<file path="config.mk">
export PLATFORM = sky130hd
export DESIGN_NAME = contador_bcd_n
export DESIGN_NICKNAME = d
export VERILOG_FILES = /design/src/rtl/bcd_pkg.sv /design/src/rtl/bcd_digit.sv /design/src/rtl/contador_bcd_n.sv
export SDC_FILE = /design/constraint.sdc
export NUM_CORES = 1
export LEC_CHECK = 0
export CAP_MARGIN = 20
export CELL_PAD_IN_SITES_DETAIL_PLACEMENT = 1
export CELL_PAD_IN_SITES_GLOBAL_PLACEMENT = 2
export CORE_MARGIN = 5
export CORE_UTILIZATION = 25
export CTS_BUF_LIST = sky130_fd_sc_hd__clkbuf_4
export CTS_CLUSTER_SIZE = 28
export DETAILED_ROUTE_END_ITERATION = 12
export HOLD_SLACK_MARGIN = 0.03
export PLACE_DENSITY_LB_ADDON = 0.08
export SYNTH_ARGS = -nofsm -noshare
export SYNTH_HDL_FRONTEND = slang
export SYNTH_HIERARCHICAL = 1
export SYNTH_SLANG_ARGS = --single-unit
</file>
<file path="constraint.sdc">
create_clock -name clock -period 2.1 [get_ports clock]
set_clock_uncertainty 0.05 [all_clocks]
set_input_delay 0.42 -clock clock [delete_from_list [all_inputs] [get_ports clock]]
set_output_delay 0.42 -clock clock [all_outputs]
set_load 0.03 [all_outputs]
</file>
<file path="src/rtl/bcd_pkg.sv">
// ============================================================================
// Module      : bcd_pkg
// Description : Shared BCD digit constants and the digit validity helper.
// Revision    : 1.0 - initial release
// ============================================================================
`default_nettype none

package bcd_pkg;

    localparam int              BCD_DIGIT_W = 4;
    localparam logic [3:0]      BCD_MAX     = 4'd9;
    localparam logic [3:0]      BCD_MIN     = 4'd0;

    function automatic logic is_bcd(input logic [BCD_DIGIT_W-1:0] digit);
        return (digit <= BCD_MAX);
    endfunction

endpackage

`default_nettype wire

</file>
<file path="src/rtl/bcd_digit.sv">
// ============================================================================
// Module      : bcd_digit
// Description : One decimal digit register with load, up/down count and
//               direction-dependent terminal-count flag.
// Revision    : 1.0 - initial release
// ============================================================================
`default_nettype none

module bcd_digit
    import bcd_pkg::*;
(
    input  logic                    clock,
    input  logic                    reset,
    input  logic                    load,
    input  logic [BCD_DIGIT_W-1:0]  ld,
    input  logic                    en,
    input  logic                    i,
    output logic [BCD_DIGIT_W-1:0]  q,
    output logic                    tc
);

    logic [BCD_DIGIT_W-1:0] digit_q;
    logic [BCD_DIGIT_W-1:0] digit_d;

    always_comb begin
        digit_d = digit_q;
        if (load) begin
            digit_d = ld;
        end else if (en) begin
            if (i) begin
                digit_d = (digit_q == BCD_MAX) ? BCD_MIN : digit_q + 4'd1;
            end else begin
                digit_d = (digit_q == BCD_MIN) ? BCD_MAX : digit_q - 4'd1;
            end
        end
    end

    always_ff @(posedge clock) begin
        if (reset) begin
            digit_q <= BCD_MIN;
        end else begin
            digit_q <= digit_d;
        end
    end

    assign q  = digit_q;
    assign tc = i ? (digit_q == BCD_MAX) : (digit_q == BCD_MIN);

endmodule

`default_nettype wire

</file>
<file path="src/rtl/contador_bcd_n.sv">
// ============================================================================
// Module      : contador_bcd_n
// Description : N-digit synchronous BCD up/down counter with validated
//               parallel load, wrap/saturate modes and cascade flags.
// Revision    : 1.0 - initial release
// ============================================================================
`default_nettype none

module contador_bcd_n
    import bcd_pkg::*;
#(
    parameter int DIGITS   = 2,
    parameter int SATURATE = 0
)
(
    input  logic                    clock,
    input  logic                    reset,
    input  logic                    enable,
    input  logic                    i,
    input  logic                    load,
    input  logic [4*DIGITS-1:0]     load_value,
    output logic [4*DIGITS-1:0]     S,
    output logic                    carry,
    output logic                    borrow,
    output logic                    at_max,
    output logic                    at_zero,
    output logic                    load_err
);

    localparam logic c_sat = (SATURATE != 0);

    logic               w_ld_valid;
    logic               w_load_accept;
    logic               w_sat_block;
    logic               w_count;
    logic [DIGITS-1:0]  w_tc;
    logic [DIGITS-1:0]  w_en;
    logic               load_err_q;
    logic               load_err_d;

    always_comb begin
        w_ld_valid = 1'b1;
        for (int k = 0; k < DIGITS; k++) begin
            if (!is_bcd(load_value[4*k +: 4])) begin
                w_ld_valid = 1'b0;
            end
        end
    end

    always_comb begin
        at_max = 1'b1;
        for (int k = 0; k < DIGITS; k++) begin
            if (S[4*k +: 4] != BCD_MAX) begin
                at_max = 1'b0;
            end
        end
    end

    assign at_zero       = (S == '0);
    assign w_load_accept = load & w_ld_valid;
    assign load_err_d    = load & ~w_ld_valid;

    // Any load request, accepted or not, suppresses counting in that cycle.
    assign w_sat_block   = c_sat & (i ? at_max : at_zero);
    assign w_count       = enable & ~load & ~w_sat_block;

    assign carry  = enable &  i & at_max  & ~load & ~c_sat;
    assign borrow = enable & ~i & at_zero & ~load & ~c_sat;

    generate
        for (genvar k = 0; k < DIGITS; k++) begin : g_digit
            if (k == 0) begin : g_first
                assign w_en[k] = w_count;
            end else begin : g_chain
                assign w_en[k] = w_en[k-1] & w_tc[k-1];
            end

            bcd_digit u_digit (
                .clock (clock),
                .reset (reset),
                .load  (w_load_accept),
                .ld    (load_value[4*k +: 4]),
                .en    (w_en[k]),
                .i     (i),
                .q     (S[4*k +: 4]),
                .tc    (w_tc[k])
            );
        end
    endgenerate

    always_ff @(posedge clock) begin
        if (reset) begin
            load_err_q <= 1'b0;
        end else begin
            load_err_q <= load_err_d;
        end
    end

    assign load_err = load_err_q;

endmodule

`default_nettype wire

</file>
==> flow_summary.json, run 1 <==
{
  "status": "finished with violations",
  "violations": "negative setup slack",
  "path_cells": "or4_4 > nor4b_4 > buf_4",
  "wl_per_cell_um": 15.4,
  "ys_warn_count": 6,
  "syn_area_sq_um": 774,
  "worstHoldStart": "g_digit[1].u_digit/q[2]",
  "cts-root-buf": "clkbuf_4",
  "clkSinkCount": 9,
  "maxSlewViolCount": 0,
  "cts_setup_buffers": 0,
  "fp.dieH_um": 65.7,
  "crit_family": "simple AND/OR/NAND/NOR gates",
  "synthCells": 103,
  "n_antenna_cell": 0,
  "cts_htree_levels": 1,
  "cts.clk_slew.worst_paths_ns": 0.08,
  "start_util_pct": 25.8,
  "fillers": 382,
  "crit_cells": 3,
  "timing.hold.ws_ns": 0.629,
  "cts_tree": "built",
  "die_w_um": 65.7,
  "route.detailed.drc": 0,
  "portBuffers": 25,
  "antenna_found_initial": 0,
  "critPathMaxFanout": 2,
  "drive_above_1_share_pct": 29.7,
  "drv_cap": 0,
  "fmax_mhz": 473,
  "ios": 26,
  "irDropWorstVdd_uv": 205,
  "vias": 900,
  "syn_nets": 116,
  "grt_max_degree": 12,
  "worstHoldPathCells": 2,
  "worst_r2r_startpoint": "g_digit[0].u_digit/q[3]",
  "dr.first_iter.drc_count": 42,
  "place_inst": 174,
  "tightest_slew_ns": 0.394,
  "fin_crit_ns": 2.11,
  "tns_ns": -0.0145,
  "cts_buffer_depth": 2,
  "finalHoldViolations": 0,
  "min_period_over_period_pct": 101,
  "rows": 20,
  "hpwl_um": 2210,
  "vias_per_cell": 5.06,
  "dieArea_sq_um": 4310,
  "area_delta_synth_final_pct": 55.7,
  "min_to": "g_digit[1].u_digit/q[2]",
  "final_cells": 178,
  "power.density_nw_per_um2": 547,
  "avgSynthCellArea_sq_um": 7.52,
  "rr_worst_depth": 8,
  "path_class": "reg2out",
  "critical-path-slowest-cell": "or4_4",
  "hold_class": "reg2reg",
  "setup_ws_ns": -0.0145,
  "fin_total_pwr_mw": 0.659,
  "start_kind": "flop",
  "fp.coreArea_sq_um": 3000,
  "dr.pass1.iters": 3,
  "cts_buffers": 3,
  "relSlewSlack_pct": 73.6,
  "setup_viol": 1,
  "grt_pass1_wl_um": 4690,
  "p_leak_nw": 0.467,
  "critPathRequiredTime_ns": 1.63,
  "routabilityCongestion": 0.825,
  "reg2reg_slack_ns": 0.33,
  "end_kind": "output pin",
  "final_nets": 159,
  "rsz0062_at_grt": "true",
  "clkLatencyLatePin_ns": 0.27,
  "mostFrequentLayoutCells": "buf_4, clkdlybuf4s50_1, a21oi_1",
  "crit_path_max_incr_delay_ns": 0.56,
  "grt_use_total_pct": 14.2,
  "rr_endpoint": "g_digit[1].u_digit/q[2]",
  "final_common_cell": "buf_4",
  "antenna_left": 0,
  "grt.overflow.total": 0,
  "finalWirelength_um": 2740,
  "first_global_vias": 994,
  "path_buf_inv": 1,
  "arrival_ns": 1.64
}
## through the flow
stage / instance area (sq um) / setup slack [ns] / utilization, %
2_1_floorplan: 779 / 0.0304 / -
3_3_place_gp: 1160 / -0.199 / 38.8
3_5_place_dp: 1160 / -0.265 / 38.8
4_1_cts: 1200 / -0.0500 / 40.0
5_1_grt: 1210 / -0.0870 / 40.2
6_report: 1210 / -0.0145 / 40.2
## worst register-to-register path: stages (launching register included)
cell and delay (ns):
dfxtp_2 0.39, nor3_1 0.22, a21oi_1 0.06, nor3_1 0.13, and2_1 0.17, inv_1 0.06
a311o_1 0.32, a221oi_2 0.17, nor3_1 0.08
## report_power, final
group | switching, mW | total [mW] | internal [mW]
sequential | 0.0164 | 0.201 | 0.185
combinational | 0.152 | 0.294 | 0.141
clock | 0.0779 | 0.165 | 0.0867
total | 0.247 | 0.659 | 0.413
## cell type report
| type | instances | area (sq um) | share of cell area, % |
|---|---|---|---|
| Timing Repair Buffer | 48 | 415 | 34.4 |
| Tap cell | 33 | 41.3 | 3.42 |
| Clock buffer | 4 | 30.0 | 2.49 |
| Sequential cell | 9 | 184 | 15.2 |
| Multi-Input combinational cell | 78 | 513 | 42.5 |
| Inverter | 6 | 22.5 | 1.87 |
## what timing repair did
item / CTS / global route
hold buffers: 0 / 0
endpoints found under the setup margin: 2 / 5
gates resized for setup: 4 / 2
pin swaps: 2 / 0
## worst max path at each step
stage / from / to / slack, ns
5_1_grt: g_digit[1].u_digit/q[3] / borrow / -0.09
4_1_cts: g_digit[0].u_digit/q[0] / borrow / -0.05
2_1_floorplan: g_digit[0].u_digit/q[0] / g_digit[1].u_digit/q[2] / 0.03
3_3_place_gp: i / g_digit[1].u_digit/q[2] / -0.20
3_5_place_dp: i / g_digit[1].u_digit/q[2] / -0.27
6_report: g_digit[1].u_digit/q[0] / borrow / -0.01
## registers in the layout (all words and copies together) (netlist names)
signal             cells
g_digit.u_digit/q      8
load_err               1
## routing by layer
layer  part of all wire, %  wire (um)  global-route usage (%)  vias up
met2                    55       1500                    26.0       12
li1                      -          -                       -      457
met5                     0          0                       0        -
met1                    41       1120                    15.4      425
met4                   2.2         59                    6.22        0
met3                   2.2         60                    3.25        6
(Power assumes the default switching activity.)
==> run 2, diff against run 1 <==
- CORE_ASPECT_RATIO: not set -> 0.75
==> flow_summary.json, run 2 (synthesis results as in run 1) <==
{
  "status": "complete, no violations",
  "arrival_ns": 1.61,
  "final_cells": 186,
  "p_leak_nw": 0.481,
  "tightest_slew_ns": 0.440,
  "finalWirelength_um": 2680,
  "rsz0062_at_grt": "true",
  "critPathMaxFanout": 2,
  "power.density_nw_per_um2": 517,
  "final_nets": 162,
  "hold_buffers": 0,
  "routabilityCongestion": 0.750,
  "wl_met3_um": 120,
  "crit_family": "simple AND/OR/NAND/NOR gates",
  "p_int_mw": 0.399,
  "start_kind": "flop",
  "largest_reg_flops": 8,
  "dr.pass1.iters": 2,
  "finalHoldViolations": 0,
  "critical-path-slowest-cell": "or4_4",
  "drv_cap": 0,
  "area_delta_synth_final_pct": 59.5,
  "cts.clk_slew.worst_paths_ns": 0.07,
  "start_util_pct": 26.2,
  "fp.dieH_um": 58.2,
  "n_antenna_cell": 0,
  "route.detailed.drc": 0,
  "antenna_found_initial": 0,
  "first_global_vias": 953,
  "grt_use_total_pct": 13.1,
  "relSlewSlack_pct": 70.4,
  "timing.hold.ws_ns": 0.620,
  "antenna_left": 0,
  "vias": 901,
  "postPlaceCellArea_sq_um": 1180,
  "crit_path_max_incr_delay_ns": 0.53,
  "dieArea_sq_um": 4320,
  "clkLatencyLatePin_ns": 0.27,
  "rows": 17,
  "maxSlewViolCount": 0,
  "ios": 26,
  "cts_buffers": 3,
  "combPwrFrac_pct": 47.7,
  "fp.coreArea_sq_um": 2960,
  "place_inst": 180,
  "grt_pass1_wl_um": 4460,
  "cts-root-buf": "clkbuf_4",
  "wl_met2_um": 997,
  "wl_met1_um": 1570,
  "cts_buffer_depth": 2,
  "final_common_cell": "buf_4",
  "p_seq_share_pct": 31.0,
  "path_class": "reg2out",
  "p_sw_mw": 0.240,
  "portBuffers": 25,
  "post-route-cell-area_sq_um": 1230,
  "drive_above_1_share_pct": 29.7,
  "vias_per_cell": 4.84,
  "mostFrequentLayoutCells": "buf_4, clkdlybuf4s50_1, a21oi_1",
  "fin_crit_ns": 2.08,
  "hold_class": "reg2reg",
  "post-place-ws_ns": -0.203,
  "setup_viol": 0,
  "grt_max_degree": 12,
  "switching_share_pct": 37.5,
  "tns_ns": 0,
  "path_buf_inv": 1,
  "wl_per_cell_um": 14.4,
  "path_cells": "or4_4 > nor4b_4 > buf_6",
  "cts_tree": "built",
  "top_layer_used": "met3",
  "cts_htree_levels": 1,
  "grt.overflow.total": 0,
  "setup_ws_ns": 0.0233,
  "min_period_over_period_pct": 98.9,
  "clkSinkCount": 9,
  "fmax_mhz": 482,
  "dr.first_iter.drc_count": 47,
  "irDropWorstVdd_uv": 190,
  "die_w_um": 74.3,
  "critPathRequiredTime_ns": 1.63,
  "hpwl_um": 2170,
  "pwr-share-clk_pct": 21.3,
  "end_kind": "output pin"
}
==> run 2: worst reg2reg max path: stages, from the launching register on <==
cell,delay (ns)
dfxtp_4,0.35
buf_4,0.14
buf_4,0.13
nor3_1,0.20
a21oi_1,0.06
nor3_1,0.12
and2_1,0.16
inv_1,0.06
a311o_1,0.33
a221oi_2,0.17
nor3_1,0.07
==> run 2: worst paths after layout <==
kind,endpoint,start,cells after the start,slack (ns)
worst max-delay path,borrow,g_digit[0].u_digit/q[0],3,0.02
worst max register to register,g_digit[1].u_digit/q[2],g_digit[0].u_digit/q[0],10,0.13
worst min-delay path,g_digit[1].u_digit/q[3],g_digit[1].u_digit/q[3],2,0.62
worst min register to register,g_digit[1].u_digit/q[3],g_digit[1].u_digit/q[3],2,0.62
==> run 2: per-stage QoR <==
| step | power, mW | util (%) |
|---|---|---|
| 3_5_place_dp | 0.495 | 39.8 |
| 5_1_grt | 0.681 | 41.8 |
| 3_3_place_gp | 0.493 | 39.8 |
| 6_report | 0.639 | 41.8 |
| 2_1_floorplan | 0.370 | - |
| 4_1_cts | 0.647 | 41.7 |
==> run 2: routing by layer <==
layer  up-vias  global-route usage [%]
li1        466                       -
met1       414                    21.0
met2        21                    17.9
met3         0                    1.91
met4         0                    3.05
met5         -                       0
==> run 2: timing repair <==
action | in CTS | in global routing
endpoints found under the hold margin | 0 | 0
pin swaps | 2 | 0
buffers inserted | 2 | 0
setup endpoints to repair | 1 | 3
gates resized for setup | 5 | 1
==> run 2: final cells by class <==
class | count | area, sq um
Timing Repair Buffer | 51 | 442
Multi-Input combinational cell | 78 | 510
Fill cell | 363 | 1720
Sequential cell | 9 | 185
Clock buffer | 3 | 22.5
Tap cell | 38 | 47.5
Clock inverter | 1 | 5.00
Inverter | 6 | 22.5
==> run 2: power groups by stage <==
stage | registers, mW | logic, mW | clock network (mW)
final | 0.198 | 0.304 | 0.136
after global routing | 0.201 | 0.327 | 0.154
after CTS | 0.198 | 0.306 | 0.142
after detailed placement | 0.202 | 0.293 | 0
after global placement | 0.202 | 0.290 | 0
after floorplan | 0.225 | 0.145 | 0
==> run 3, diff against run 2 <==
- ABC_AREA: not set -> 1
- CORE_UTILIZATION: 25 -> 22
==> flow_summary.json, run 3 <==
{
  "crit_family": "buffers and inverters",
  "irDropWorstVdd_uv": 338,
  "cts-root-buf": "clkbuf_4",
  "min_to": "g_digit[0].u_digit/q[2]",
  "finalWirelength_um": 3080,
  "route.detailed.drc": 0,
  "status": "complete, no violations",
  "worst_r2r_startpoint": "g_digit[0].u_digit/q[0]",
  "grt_util_met1_pct": 20.8,
  "ios": 26,
  "maxSlewViolCount": 0,
  "n_antenna_cell": 0,
  "rsz0062_at_grt": "false",
  "path_cells": "buf_4 > clkdlybuf4s50_1",
  "critical-path-slowest-cell": "clkdlybuf4s50_1",
  "cts_buffer_depth": 2,
  "area_delta_synth_final_pct": 53.8,
  "p_leak_nw": 0.597,
  "crit_path_max_incr_delay_ns": 0.68,
  "critPathMaxFanout": 8,
  "hold_class": "reg2reg",
  "vias": 1060,
  "dieArea_sq_um": 5030,
  "start_util_pct": 22.5,
  "mostFrequentLayoutCells": "nand2_1, inv_1, clkdlybuf4s50_1",
  "fp.dieH_um": 62.7,
  "antenna_found_initial": 0,
  "drv_cap": 0,
  "gr-max-usage-layer": "met1",
  "dr.pass1.iters": 4,
  "crit_cells": 2,
  "rr_worst_depth": 11,
  "ys_warn_count": 6,
  "end_kind": "output pin",
  "critPathRequiredTime_ns": 1.63,
  "cts_tree": "built",
  "finalHoldViolations": 0,
  "synthCells": 150,
  "arrival_ns": 1.57,
  "min_period_over_period_pct": 97.2,
  "postPlaceCellArea_sq_um": 1220,
  "clkLatencyLatePin_ns": 0.27,
  "clkSinkCount": 9,
  "syn_nets": 163,
  "grt_use_total_pct": 13.3,
  "first_global_vias": 1096,
  "rr_endpoint": "g_digit[1].u_digit/q[0]",
  "hpwl_um": 2590,
  "dr.first_iter.drc_count": 59,
  "rows": 19,
  "tns_ns": 0,
  "gr-usage-met2_pct": 18.2,
  "cts.clk_slew.worst_paths_ns": 0.08,
  "fin_util_pct": 34.7,
  "vias_per_cell": 4.34,
  "syn_area_sq_um": 815,
  "cts_buffers": 3,
  "cts_htree_levels": 1,
  "drive_above_1_share_pct": 17.7,
  "cp-startpoint": "g_digit[1].u_digit/q[0]",
  "setup_viol": 0,
  "antenna_left": 0,
  "fmax_mhz": 490,
  "fillers": 500,
  "grt_max_degree": 10,
  "largest_reg_flops": 8,
  "cts_setup_buffers": 0,
  "fin_crit_ns": 2.04,
  "die_w_um": 80.3,
  "reg2reg_slack_ns": 0.25,
  "path_buf_inv": 2,
  "avgSynthCellArea_sq_um": 5.43,
  "wl_per_cell_um": 12.6,
  "fp.coreArea_sq_um": 3610,
  "hold_buffers": 0,
  "relSlewSlack_pct": 72.4,
  "grt.overflow.total": 0,
  "worstHoldPathCells": 3,
  "post-route-cell-area_sq_um": 1250,
  "grt_pass1_wl_um": 5280,
  "final_common_cell": "nand2_1",
  "routabilityCongestion": 0.801,
  "use_met3_pct": 3.46,
  "tightest_slew_ns": 0.413,
  "start_kind": "flop",
  "final_nets": 206,
  "power.density_nw_per_um2": 499,
  "fin_total_pwr_mw": 0.625,
  "worstHoldStart": "g_digit[0].u_digit/q[2]",
  "path_class": "reg2out",
  "portBuffers": 25
}
## run 3: changes by cell type in the layout (fill, tap and decap cells not counted), sizes merged, moves of 3 or more
cell / before / now
a31oi: 4 / 0
nand3: 0 / 6
xnor2: 6 / 0
nor3: 7 / 0
a21oi: 14 / 8
nand3b: 3 / 0
and2: 3 / 0
nor2: 12 / 19
inv: 6 / 27
a22oi: 0 / 6
nand2: 4 / 61
a221oi: 4 / 0
buf: 30 / 15
## run 3: worst reg2reg max path, stage by stage, from the launching register on
cell and delay, ns:
dfxtp_1 0.35, buf_4 0.18, nor2_2 0.21, nand3_2 0.11, a21oi_1 0.18, inv_1 0.05, nor2_1 0.13, inv_1 0.06
nor2_2 0.14, nand2_1 0.08, a31o_2 0.20, inv_1 0.05
## run 3: power by group
group	total [mW]	switching, mW	internal, mW
logic	0.278	0.164	0.114
clock network	0.157	0.0706	0.0863
registers	0.191	0.00832	0.182
total	0.625	0.243	0.382
## run 3: layout make-up
cell class,count,area (sq um),area share (%)
multi-input combinational,114,536,42.8
timing repair buffer,38,340,27.2
sequential,9,180,14.4
inverter,27,101,8.09
tap,52,65.1,5.19
clock buffer,4,30.0,2.40
## run 3: metal layers
| layer | up-vias | routed length (um) |
|---|---|---|
| li1 | 558 | - |
| met1 | 482 | 1790 |
| met2 | 18 | 1190 |
| met3 | 2 | 89 |
| met4 | 0 | 11 |
| met5 | - | 0 |
## run 3: what timing repair did
action,4_1_cts,5_1_grt
setup endpoints to repair,2,2
pin swaps,0,0
gates resized for setup,2,1
endpoints found under the hold margin,0,0
## run 3: stage by stage
stage	instances	worst slack, ns	hold slack (ns)
after global routing	244	0.00724	0.781
after detailed placement	240	0.00972	0.688
after global placement	240	0.0660	0.699
final	244	0.0578	0.706
after CTS	244	0.0589	0.709
after floorplan	150	0.314	0.432
## run 3: how the worst max path moves through the flow
stage / to
after global placement: g_digit[1].u_digit/q[0]
after detailed placement: g_digit[1].u_digit/q[0]
after floorplan: g_digit[1].u_digit/q[0]
after global routing: S[4]
final: S[4]
after CTS: S[4]
